**src/rtl/vector_dispatch_if.sv**
```systemverilog
// Handshake bundle for vector_dispatch: packed-vector input pulse plus the
// valid/ready output channel and status flags.
interface vector_dispatch_if #(
    parameter int unsigned VEC_SIZE  = 8,
    parameter int unsigned VEC_WIDTH = 32
);
    logic [VEC_SIZE*VEC_WIDTH-1:0] vec_i;
    logic                          vec_valid_i;
    logic [VEC_SIZE*VEC_WIDTH-1:0] out_data_o;
    logic                          out_valid_o;
    logic                          out_ready_i;
    logic                          full_o;
    logic                          overflow_o;

    modport slave (
        input  vec_i, vec_valid_i, out_ready_i,
        output out_data_o, out_valid_o, full_o, overflow_o
    );

    modport master (
        output vec_i, vec_valid_i, out_ready_i,
        input  out_data_o, out_valid_o, full_o, overflow_o
    );
endinterface

```
**src/rtl/vector_dispatch.sv**
```systemverilog
// Two-entry elastic buffer between the packing stage and the compute array.
// Optional VECTOR_DISPATCH_STATS_EN adds accepted/dropped vector counters.
module vector_dispatch #(
    parameter int unsigned VEC_SIZE  = 8,
    parameter int unsigned VEC_WIDTH = 32
) (
    input  logic               clk,
    input  logic               rst_n,
    vector_dispatch_if.slave   bus
`ifdef VECTOR_DISPATCH_STATS_EN
    ,
    output logic [15:0]        vec_cnt_o,
    output logic [7:0]         drop_cnt_o
`endif
);
    localparam int unsigned W = VEC_SIZE * VEC_WIDTH;

    typedef enum logic [1:0] {
        EMPTY = 2'd0,
        ONE   = 2'd1,
        FULL  = 2'd2
    } state_e;

    state_e         state_q, state_d;
    logic [W-1:0]   mem_q [2];
    logic           wp_q, rp_q;
    logic           ovf_q;
    logic           push, pop, accept, drop;

    assign push            = bus.vec_valid_i;
    assign bus.out_valid_o = (state_q != EMPTY);
    assign pop             = bus.out_valid_o & bus.out_ready_i;
    assign bus.out_data_o  = mem_q[rp_q];
    assign bus.full_o      = (state_q == FULL);
    assign bus.overflow_o  = ovf_q;

    always_comb begin
        state_d = state_q;
        accept  = 1'b0;
        drop    = 1'b0;
        unique case (state_q)
            EMPTY: begin
                if (push) begin
                    accept  = 1'b1;
                    state_d = ONE;
                end
            end
            ONE: begin
                accept = push;
                if (push && !pop) begin
                    state_d = FULL;
                end else if (!push && pop) begin
                    state_d = EMPTY;
                end
            end
            FULL: begin
                // A pop frees the read slot, which is exactly where wp points.
                if (pop) begin
                    accept = push;
                    if (!push) begin
                        state_d = ONE;
                    end
                end else begin
                    drop = push;
                end
            end
            default: state_d = EMPTY;
        endcase
    end

    always_ff @(posedge clk) begin
        if (!rst_n) begin
            state_q <= EMPTY;
            wp_q    <= 1'b0;
            rp_q    <= 1'b0;
            ovf_q   <= 1'b0;
            for (int unsigned i = 0; i < 2; i++) begin
                mem_q[i] <= '0;
            end
        end else begin
            state_q <= state_d;
            if (accept) begin
                mem_q[wp_q] <= bus.vec_i;
                wp_q        <= ~wp_q;
            end
            if (pop) begin
                rp_q <= ~rp_q;
            end
            if (drop) begin
                ovf_q <= 1'b1;
            end
        end
    end

`ifdef VECTOR_DISPATCH_STATS_EN
    logic [15:0] vec_cnt_q;
    logic [7:0]  drop_cnt_q;

    always_ff @(posedge clk) begin
        if (!rst_n) begin
            vec_cnt_q  <= '0;
            drop_cnt_q <= '0;
        end else begin
            if (accept) begin
                vec_cnt_q <= vec_cnt_q + 16'd1;
            end
            if (drop && (drop_cnt_q != 8'hFF)) begin
                drop_cnt_q <= drop_cnt_q + 8'd1;
            end
        end
    end

    assign vec_cnt_o  = vec_cnt_q;
    assign drop_cnt_o = drop_cnt_q;
`endif
endmodule

```
**src/flat_wrapper.sv**
```systemverilog
// flat-port wrapper written by rule: the top's interface ports become plain ports
module vector_dispatch_flat 
#(
    parameter int unsigned VEC_SIZE  = 8,
    parameter int unsigned VEC_WIDTH = 32
)
  (clk, rst_n, bus_vec_i, bus_vec_valid_i, bus_out_ready_i, bus_out_data_o, bus_out_valid_o, bus_full_o, bus_overflow_o);
  vector_dispatch_if #(.VEC_SIZE(VEC_SIZE), .VEC_WIDTH(VEC_WIDTH)) bus_i ();
  input  logic clk;
  input  logic rst_n;
  input wire logic [$bits(bus_i.vec_i)-1:0] bus_vec_i;
  input wire logic [$bits(bus_i.vec_valid_i)-1:0] bus_vec_valid_i;
  input wire logic [$bits(bus_i.out_ready_i)-1:0] bus_out_ready_i;
  output wire logic [$bits(bus_i.out_data_o)-1:0] bus_out_data_o;
  output wire logic [$bits(bus_i.out_valid_o)-1:0] bus_out_valid_o;
  output wire logic [$bits(bus_i.full_o)-1:0] bus_full_o;
  output wire logic [$bits(bus_i.overflow_o)-1:0] bus_overflow_o;
  assign bus_i.vec_i = bus_vec_i;
  assign bus_i.vec_valid_i = bus_vec_valid_i;
  assign bus_i.out_ready_i = bus_out_ready_i;
  assign bus_out_data_o = bus_i.out_data_o;
  assign bus_out_valid_o = bus_i.out_valid_o;
  assign bus_full_o = bus_i.full_o;
  assign bus_overflow_o = bus_i.overflow_o;
  vector_dispatch #(.VEC_SIZE(VEC_SIZE), .VEC_WIDTH(VEC_WIDTH)) u_core (.clk(clk), .rst_n(rst_n), .bus(bus_i));
endmodule
```
**config.mk**
```make
export PLATFORM = sky130hd
export DESIGN_NAME = vector_dispatch_flat
export DESIGN_NICKNAME = d
export VERILOG_FILES = /design/src/rtl/vector_dispatch_if.sv /design/src/rtl/vector_dispatch.sv /design/src/flat_wrapper.sv
export SDC_FILE = /design/constraint.sdc
export NUM_CORES = 1
export LEC_CHECK = 0
export ABC_CLOCK_PERIOD_IN_PS = 35200
export BUFFER_PORTS_ARGS = -buffer_cell sky130_fd_sc_hd__buf_2
export CAP_MARGIN = 15
export CORE_MARGIN = 5
export CORE_UTILIZATION = 50
export CTS_CLUSTER_DIAMETER = 60
export CTS_CLUSTER_SIZE = 12
export DETAILED_ROUTE_END_ITERATION = 10
export GPL_TIMING_DRIVEN = 0
export PLACE_DENSITY_LB_ADDON = 0.3
export SETUP_SLACK_MARGIN = 0.3
export SLEW_MARGIN = 20
export SYNTH_ARGS = -nofsm -noshare
export SYNTH_HDL_FRONTEND = slang
export SYNTH_SLANG_ARGS = --single-unit
```
**constraint.sdc**
```tcl
create_clock -name clk -period 35.2 [get_ports clk]
set_input_delay 3.52 -clock clk [delete_from_list [all_inputs] [get_ports clk]]
set_output_delay 3.52 -clock clk [all_outputs]
set_load 0.05 [all_outputs]
```
==> impl_results.rst, run 1 <==
.. list-table::
   :header-rows: 1

   * - Metric
     - Value
   * - Outcome
     - complete, no violations
   * - Fraction of synthesized cell area taken by the top area cell type
     - 69.1%
   * - Iteration-0 DRC Markers
     - 766
   * - Static Leakage
     - 0.0118 µW
   * - Via count
     - 13253
   * - Share of final-layout standard cells stronger than drive strength 1
     - 46.8%
   * - M1 WL
     - 19700 µm
   * - Die footprint
     - 48800 µm²
   * - Area of the core
     - 44100 µm²
   * - Power density relative to cell area
     - 55.3 nW/µm²
   * - Number of buffers added for setup after CTS
     - 0
   * - Maximum resistive drop on vdd
     - 45.0 µV
   * - Hold buffer count at CTS
     - 0
   * - Min cycle time layout
     - 6150 ps
   * - Worst Tran Pin Value
     - 827 ps
   * - Leading cell types by count after synthesis
     - sky130_fd_sc_hd__and2_1 (514), sky130_fd_sc_hd__edfxtp_1 (512), sky130_fd_sc_hd__mux2_2 (256)
   * - Type of the tightest min-delay check
     - register to register
   * - Net switching component of the power
     - 449 µW
   * - Overall Global Routing Usage
     - 21.3%
   * - Length in cells of the worst reg-to-reg path
     - 10
   * - Clock Latency Late Sink
     - 580 ps
   * - Clk sink count
     - 518
   * - Placer congestion estimate
     - 0.826
   * - Total grt overflow
     - 0
   * - Setup TNS
     - 0 ps
   * - Cells after synthesis
     - 1401
   * - Number of cells on the worst hold path
     - 1
   * - Finished Core Util
     - 62.9%
   * - Number of gates resized after CTS
     - 0
   * - Unrepaired setup endpoints after global routing
     - no
   * - Most repeated cell in the gate-level netlist after synthesis
     - sky130_fd_sc_hd__and2_1
   * - Number of buffers created by CTS
     - 50
   * - Number of iterations in the first detailed-routing pass
     - 4
   * - Reg power frac
     - 48.2%
   * - Final routed wire length divided by cell count
     - 20.6 µm
   * - Filler Cells Inserted
     - 3368
   * - Highest routing layer actually used
     - met5
   * - Worst clock skew on the final layout
     - 11.4 ps
   * - Sequential area share after synthesis
     - 69.6%
   * - Post-synth EDFFs
     - 512
   * - Arrival time of data at the critical path endpoint
     - 2630 ps
   * - Number of rows in the core area
     - 77
   * - Antenna violations before repair
     - 26
   * - Setup CP Type
     - register to output port
   * - WP data required
     - 31680 ps
   * - Length of routed met3 wiring
     - 4400 µm
   * - Hold wc startpoint
     - u_core.bus.overflow_o
   * - Final total power
     - 1530 µW
   * - Leading post-synthesis cells by cell area
     - sky130_fd_sc_hd__edfxtp_1 (69%), sky130_fd_sc_hd__and2_1 (14%), sky130_fd_sc_hd__mux2_2 (13%)
   * - Root cell of the clock tree
     - sky130_fd_sc_hd__clkbuf_16
   * - Clock transition time at the flip-flop clock pins of the worst setup and hold paths
     - 60 ps
   * - DPL Wire Length
     - 40100 µm
   * - Final antenna-violating net count
     - 0
   * - Most frequently used flop master after synthesis
     - sky130_fd_sc_hd__edfxtp_1
   * - Drt via density
     - 5.06
   * - Routed length on met2
     - 27900 µm
   * - Final layout net count
     - 2257
   * - Internal Dissipation
     - 1090 µW
   * - Reg-to-reg critical path startpoint
     - u_core.state_q[1]
   * - Number of H-tree levels
     - 2
   * - Horiz. Die Dim
     - 221 µm
   * - Largest fanout on the critical path
     - 10
   * - Synthesized flop and latch total
     - 518
   * - Number of distinct library cell variants in the gate-level netlist after synthesis
     - 26
   * - DIE HEIGHT
     - 221 µm
   * - Hold path endpoint
     - u_core.bus.overflow_o
   * - Sw frac
     - 29.2%
   * - Mapped Area
     - 22300 µm²
   * - Combinational fraction of design power
     - 21.0%
   * - CTS tree
     - done
   * - Mean cell area of the mapped netlist
     - 15.9 µm²
   * - Port bufs
     - 517
   * - Max-slew violation total from the final report
     - 0
   * - Setup slack, reg-to-reg
     - 32150 ps
   * - Worst setup EP type
     - output port
   * - P&R area growth vs syn
     - 24.6%
   * - Maximum number of pins on one net before global-route repair
     - 24
   * - Fin. Hold Viols
     - 0
   * - # DRC
     - 0
   * - Placed instance count
     - 2537
   * - Worst slew margin relative to its limit
     - 44.9%
   * - MaxCap Viol Count
     - 0
   * - Fin crit share
     - 17.5%
   * - Clock network power share
     - 30.8%
   * - Post-route non-filler standard cell count
     - 2618
   * - Synthesized Nets
     - 1661
   * - Critical Path Start Type
     - register
   * - Routed wire length
     - 53900 µm
   * - Yosys warning count
     - 0
   * - Highest attainable clock frequency
     - 0.163 GHz
   * - Async set-reset flop share out of synthesis
     - 0%
   * - Number of setup violations in the final report
     - 0
   * - I/O pin count
     - 519
   * - Capturing point of the worst reg2reg path
     - u_core.mem_q[1][105]
   * - Initial Util
     - 50.5%
   * - Number of global-route vias before repair
     - 14047
   * - Buffer depth of the longest clock path
     - 3
   * - First-pass GRT wire length
     - 80600 µm
   * - Cell type contributing the most total cell area after synthesis
     - sky130_fd_sc_hd__edfxtp_1
==> worst max-delay path, cell delays in order (launching register included) <==
cell	delay, ps
sky130_fd_sc_hd__dfxtp_1	380
sky130_fd_sc_hd__clkbuf_1	640
sky130_fd_sc_hd__buf_2	390
sky130_fd_sc_hd__mux2_2	400
sky130_fd_sc_hd__buf_2	230
==> worst max-delay path by stage <==
stage	end	slack, ps	cells past startpoint	from
finish	bus_out_data_o[146]	29050	4	register
global route	bus_out_data_o[187]	28870	4	register
CTS	bus_out_data_o[138]	28920	4	register
detailed placement	u_core.mem_q[1][105]	28880	11	bus_out_ready_i
global placement	u_core.mem_q[0][105]	1460	4	bus_out_ready_i
floorplan	u_core.mem_q[0][0]	12320	3	bus_vec_valid_i
==> placed cells by master (no fill, tap or decap) <==
master,n
sky130_fd_sc_hd__a211oi_4,2
sky130_fd_sc_hd__a21o_1,1
sky130_fd_sc_hd__a21oi_1,1
sky130_fd_sc_hd__a32o_1,1
sky130_fd_sc_hd__and2_1,514
sky130_fd_sc_hd__buf_1,1
sky130_fd_sc_hd__buf_12,1
sky130_fd_sc_hd__buf_16,26
sky130_fd_sc_hd__buf_2,545
sky130_fd_sc_hd__buf_6,6
sky130_fd_sc_hd__clkbuf_1,15
sky130_fd_sc_hd__clkbuf_16,51
sky130_fd_sc_hd__clkbuf_2,45
sky130_fd_sc_hd__clkinvlp_4,1
sky130_fd_sc_hd__dfxtp_1,6
sky130_fd_sc_hd__diode_2,17
sky130_fd_sc_hd__edfxtp_1,512
sky130_fd_sc_hd__inv_1,2
sky130_fd_sc_hd__inv_4,1
sky130_fd_sc_hd__inv_6,1
sky130_fd_sc_hd__inv_8,1
sky130_fd_sc_hd__mux2_2,256
sky130_fd_sc_hd__mux2i_1,2
sky130_fd_sc_hd__nand2_1,2
sky130_fd_sc_hd__nand2b_1,2
sky130_fd_sc_hd__nand2b_4,1
sky130_fd_sc_hd__nor2b_1,3
sky130_fd_sc_hd__nor4_1,1
sky130_fd_sc_hd__nor4bb_1,1
sky130_fd_sc_hd__o21a_1,1
sky130_fd_sc_hd__o21ai_0,2
sky130_fd_sc_hd__o21ai_4,2
sky130_fd_sc_hd__or2_2,1
sky130_fd_sc_hd__or2b_1,1
sky130_fd_sc_hd__xnor2_1,1
==> power groups by stage <==
| stage | clock network, µW | registers (µW) | logic, µW |
|---|---|---|---|
| after floorplan | 0 | 777 | 229 |
| after global placement | 0 | 796 | 308 |
| after detailed placement | 0 | 752 | 325 |
| after CTS | 481 | 739 | 327 |
| after global routing | 509 | 742 | 339 |
| final | 472 | 739 | 323 |
==> metrics by stage <==
step	hold WS [ps]	worst slack, ps	area [µm²]
after detailed placement	515	28880	26300
final	522	29050	27700
after global placement	510	1460	25600
after global routing	538	28870	27700
after floorplan	547	12320	22300
after CTS	531	28920	27700
==> metal layers <==
| layer | GRT usage [%] | up-vias |
|---|---|---|
| li1 | - | 6183 |
| met5 | 0 | - |
| met4 | 7.86 | 18 |
| met2 | 37.7 | 442 |
| met1 | 23.9 | 6505 |
| met3 | 7.29 | 105 |
==> cell type report <==
type,instances,area [µm²],area share (%)
diodes,17,42.5,0.153
repair buffers,544,3320,12.0
inverters,2,7.51,0.0271
multi-input cells,795,6320,22.8
plain buffers,86,459,1.66
flip-flops and latches,518,15500,55.9
clock buffers,60,1310,4.72
well taps,592,741,2.67
clock inverters,4,33.8,0.122
==> state kept, by name (all words and copies together) (netlist names), named ones only <==
signal                 cells
u_core.state_q             2
u_core.mem_q             512
u_core.rp_q                1
u_core.bus.overflow_o      1
u_core.wp_q                1
==> cell families after synthesis <==
logic type	after synthesis	share of synthesized area [%]
multiplexers	258	13.0
XOR/XNOR	1	0.0394
flip-flops	518	69.6
AO/OA/AOI/OAI	10	0.405
buffers and inverters	88	2.10
AND/OR/NAND/NOR	526	14.8
(Power assumes the default switching activity.)
==> run 2: changes to the inputs <==
Settings changed: ABC_CLOCK_PERIOD_IN_PS 35200 to 6000.
Clock period 35.2 ns to 6 ns, I/O delays scaled along.
==> run 2 against run 1 <==
Net effect:
- non-clock buffer count grew 2
- register-to-register slack lost 29000 ps
- via count grew 0.94%
- sequential power grew to 5.9 times the previous value
- sequential share of layout area shrank 0.16 points
==> impl_results.rst, run 2 (same netlist as run 1, synthesis figures left out) <==
.. list-table::
   :header-rows: 1

   * - Metric
     - Value
   * - Highest attainable clock frequency
     - 0.301 GHz
   * - DIE HEIGHT
     - 221 µm
   * - Die footprint
     - 48800 µm²
   * - I/O pin count
     - 519
   * - Setup TNS
     - 0 ps
   * - Maximum number of pins on one net before global-route repair
     - 22
   * - Placer congestion estimate
     - 0.786
   * - Length of routed met3 wiring
     - 4200 µm
   * - Static Leakage
     - 0.0118 µW
   * - Number of iterations in the first detailed-routing pass
     - 5
   * - Filler Cells Inserted
     - 3356
   * - Worst slew margin relative to its limit
     - 40.2%
   * - Hold buffer count at CTS
     - 0
   * - Setup slack, reg-to-reg
     - 3210 ps
   * - Fin. Hold Viols
     - 0
   * - Flip-flop count of the largest register after layout
     - 512
   * - First-pass GRT wire length
     - 81400 µm
   * - Final non-filler cell area
     - 27800 µm²
   * - Iteration-0 DRC Markers
     - 833
   * - Min cycle time layout
     - 3320 ps
   * - Number of gates resized after CTS
     - 0
   * - Number of setup violations in the final report
     - 0
   * - Number of rows in the core area
     - 77
   * - Setup CP Type
     - register to output port
   * - Unrepaired setup endpoints after global routing
     - no
   * - Final antenna-violating net count
     - 0
   * - Number of global-route vias before repair
     - 14028
   * - Outcome
     - complete, no violations
   * - Overall Global Routing Usage
     - 21.4%
   * - MaxCap Viol Count
     - 0
   * - Critical Path Start Type
     - register
   * - Length in cells of the worst reg-to-reg path
     - 8
   * - Largest registers
     - u_core.mem_q: 512 flops, u_core.state_q: 2 flops
   * - Capturing point of the worst reg2reg path
     - u_core.mem_q[1][1]
   * - Worst setup path endpoint
     - bus_out_data_o[11]
   * - WP data required
     - 5400 ps
   * - Power density relative to cell area
     - 327 nW/µm²
   * - Number of buffers added for setup after CTS
     - 0
   * - Largest fanout on the critical path
     - 10
   * - Register containing the most flip-flops in the final layout
     - u_core.mem_q
   * - Worst clock skew on the final layout
     - 13.6 ps
   * - Type of the tightest min-delay check
     - input pin to register
   * - Highest routing layer actually used
     - met5
   * - Max-slew violation total from the final report
     - 0
   * - Reg-to-reg critical path startpoint
     - u_core.state_q[1]
   * - # DRC
     - 0
   * - Final layout net count
     - 2259
   * - Initial Util
     - 50.5%
   * - Number of H-tree levels
     - 2
   * - M1 WL
     - 20500 µm
   * - Antenna violations before repair
     - 25
   * - Via count
     - 13377
   * - Commonest non-fill, non-tap cells in the layout
     - sky130_fd_sc_hd__buf_2 (545), sky130_fd_sc_hd__and2_1 (514), sky130_fd_sc_hd__edfxtp_1 (512)
   * - Clock Latency Late Sink
     - 570 ps
   * - Port bufs
     - 517
   * - Area of the core
     - 44100 µm²
   * - Drt via density
     - 5.09
   * - Routed wire length
     - 54200 µm
   * - Routed length on met2
     - 27700 µm
   * - Root cell of the clock tree
     - sky130_fd_sc_hd__clkbuf_16
   * - Worst Tran Pin Value
     - 897 ps
   * - Buffer depth of the longest clock path
     - 3
   * - Most common cell after layout, fill and taps aside
     - sky130_fd_sc_hd__buf_2
   * - Total grt overflow
     - 0
   * - Worst setup EP type
     - output port
   * - CTS tree
     - done
   * - Clock transition time at the flip-flop clock pins of the worst setup and hold paths
     - 60 ps
   * - Final routed wire length divided by cell count
     - 20.6 µm
   * - DPL Wire Length
     - 39700 µm
   * - Maximum resistive drop on vdd
     - 254 µV
   * - Area after detailed placement
     - 26400 µm²
   * - Number of buffers created by CTS
     - 50
   * - Share of final-layout standard cells stronger than drive strength 1
     - 46.8%
   * - Fin crit share
     - 55.4%
   * - Arrival time of data at the critical path endpoint
     - 2720 ps
   * - P&R area growth vs syn
     - 24.9%
   * - Horiz. Die Dim
     - 221 µm
   * - Clk sink count
     - 518
==> run 2: changes by cell type in the layout (fill, tap and decap cells not counted), sizes merged <==
cell	previous run	this run
diode	17	20
clkbuf	111	113
inv	5	3
buf	579	581
bufinv	0	2
clkinv	0	1
clkinvlp	1	2
==> run 2: through the flow <==
| stage | utilization [%] | setup WS [ps] | hold slack [ps] | cells | power, µW |
|---|---|---|---|---|---|
| 6_report | 63.0 | 2680 | 302 | 2627 | 9110 |
| 5_1_grt | 63.0 | 2520 | 275 | 2622 | 9410 |
| 4_1_cts | 62.9 | 2560 | 265 | 2607 | 9170 |
| 3_5_place_dp | 59.7 | 2900 | 464 | 2539 | 6330 |
| 3_3_place_gp | 58.0 | -6160 | 448 | 2510 | 6300 |
| 2_1_floorplan | - | -2120 | 552 | 1401 | 5790 |
==> run 2: worst max-delay path, cell delays in order (launching register included) <==
cell and delay [ps]:
sky130_fd_sc_hd__dfxtp_1 420, sky130_fd_sc_hd__clkbuf_1 700, sky130_fd_sc_hd__buf_2 400, sky130_fd_sc_hd__mux2_2 390, sky130_fd_sc_hd__buf_2 220
==> run 2: routing by layer <==
metal | vias to the layer above | track usage (%)
met1 | 6583 | 25.6
li1 | 6200 | -
met2 | 470 | 37.0
met4 | 14 | 8.18
met5 | - | 0
met3 | 110 | 6.25
==> run 2: worst min-delay path by stage <==
stage,slack [ps],cells past startpoint,endpoint,from
5_1_grt,270,2,u_core.mem_q[0][58],bus_vec_i[58]
4_1_cts,260,2,u_core.mem_q[1][60],bus_vec_i[60]
2_1_floorplan,550,2,register,u_core.rp_q
3_5_place_dp,460,1,u_core.bus.overflow_o,u_core.bus.overflow_o
3_3_place_gp,450,1,u_core.bus.overflow_o,u_core.bus.overflow_o
6_report,300,2,u_core.mem_q[1][68],bus_vec_i[68]
==> run 2: power by group <==
group | internal [µW] | total, µW | switching (µW)
Combinational | 576 | 1900 | 1330
Sequential | 4270 | 4330 | 63.2
Clock | 1610 | 2870 | 1260
==> run 2: layout make-up <==
type / instances / area [µm²] / area share (%)
multi-input cells: 795 / 6320 / 22.7
repair buffers: 546 / 3340 / 12.0
clock inverters: 6 / 87.6 / 0.315
inverters: 2 / 7.51 / 0.0270
flip-flops and latches: 518 / 15500 / 55.7
well taps: 592 / 741 / 2.66
plain buffers: 86 / 459 / 1.65
clock buffers: 62 / 1320 / 4.74
diodes: 20 / 50.0 / 0.180
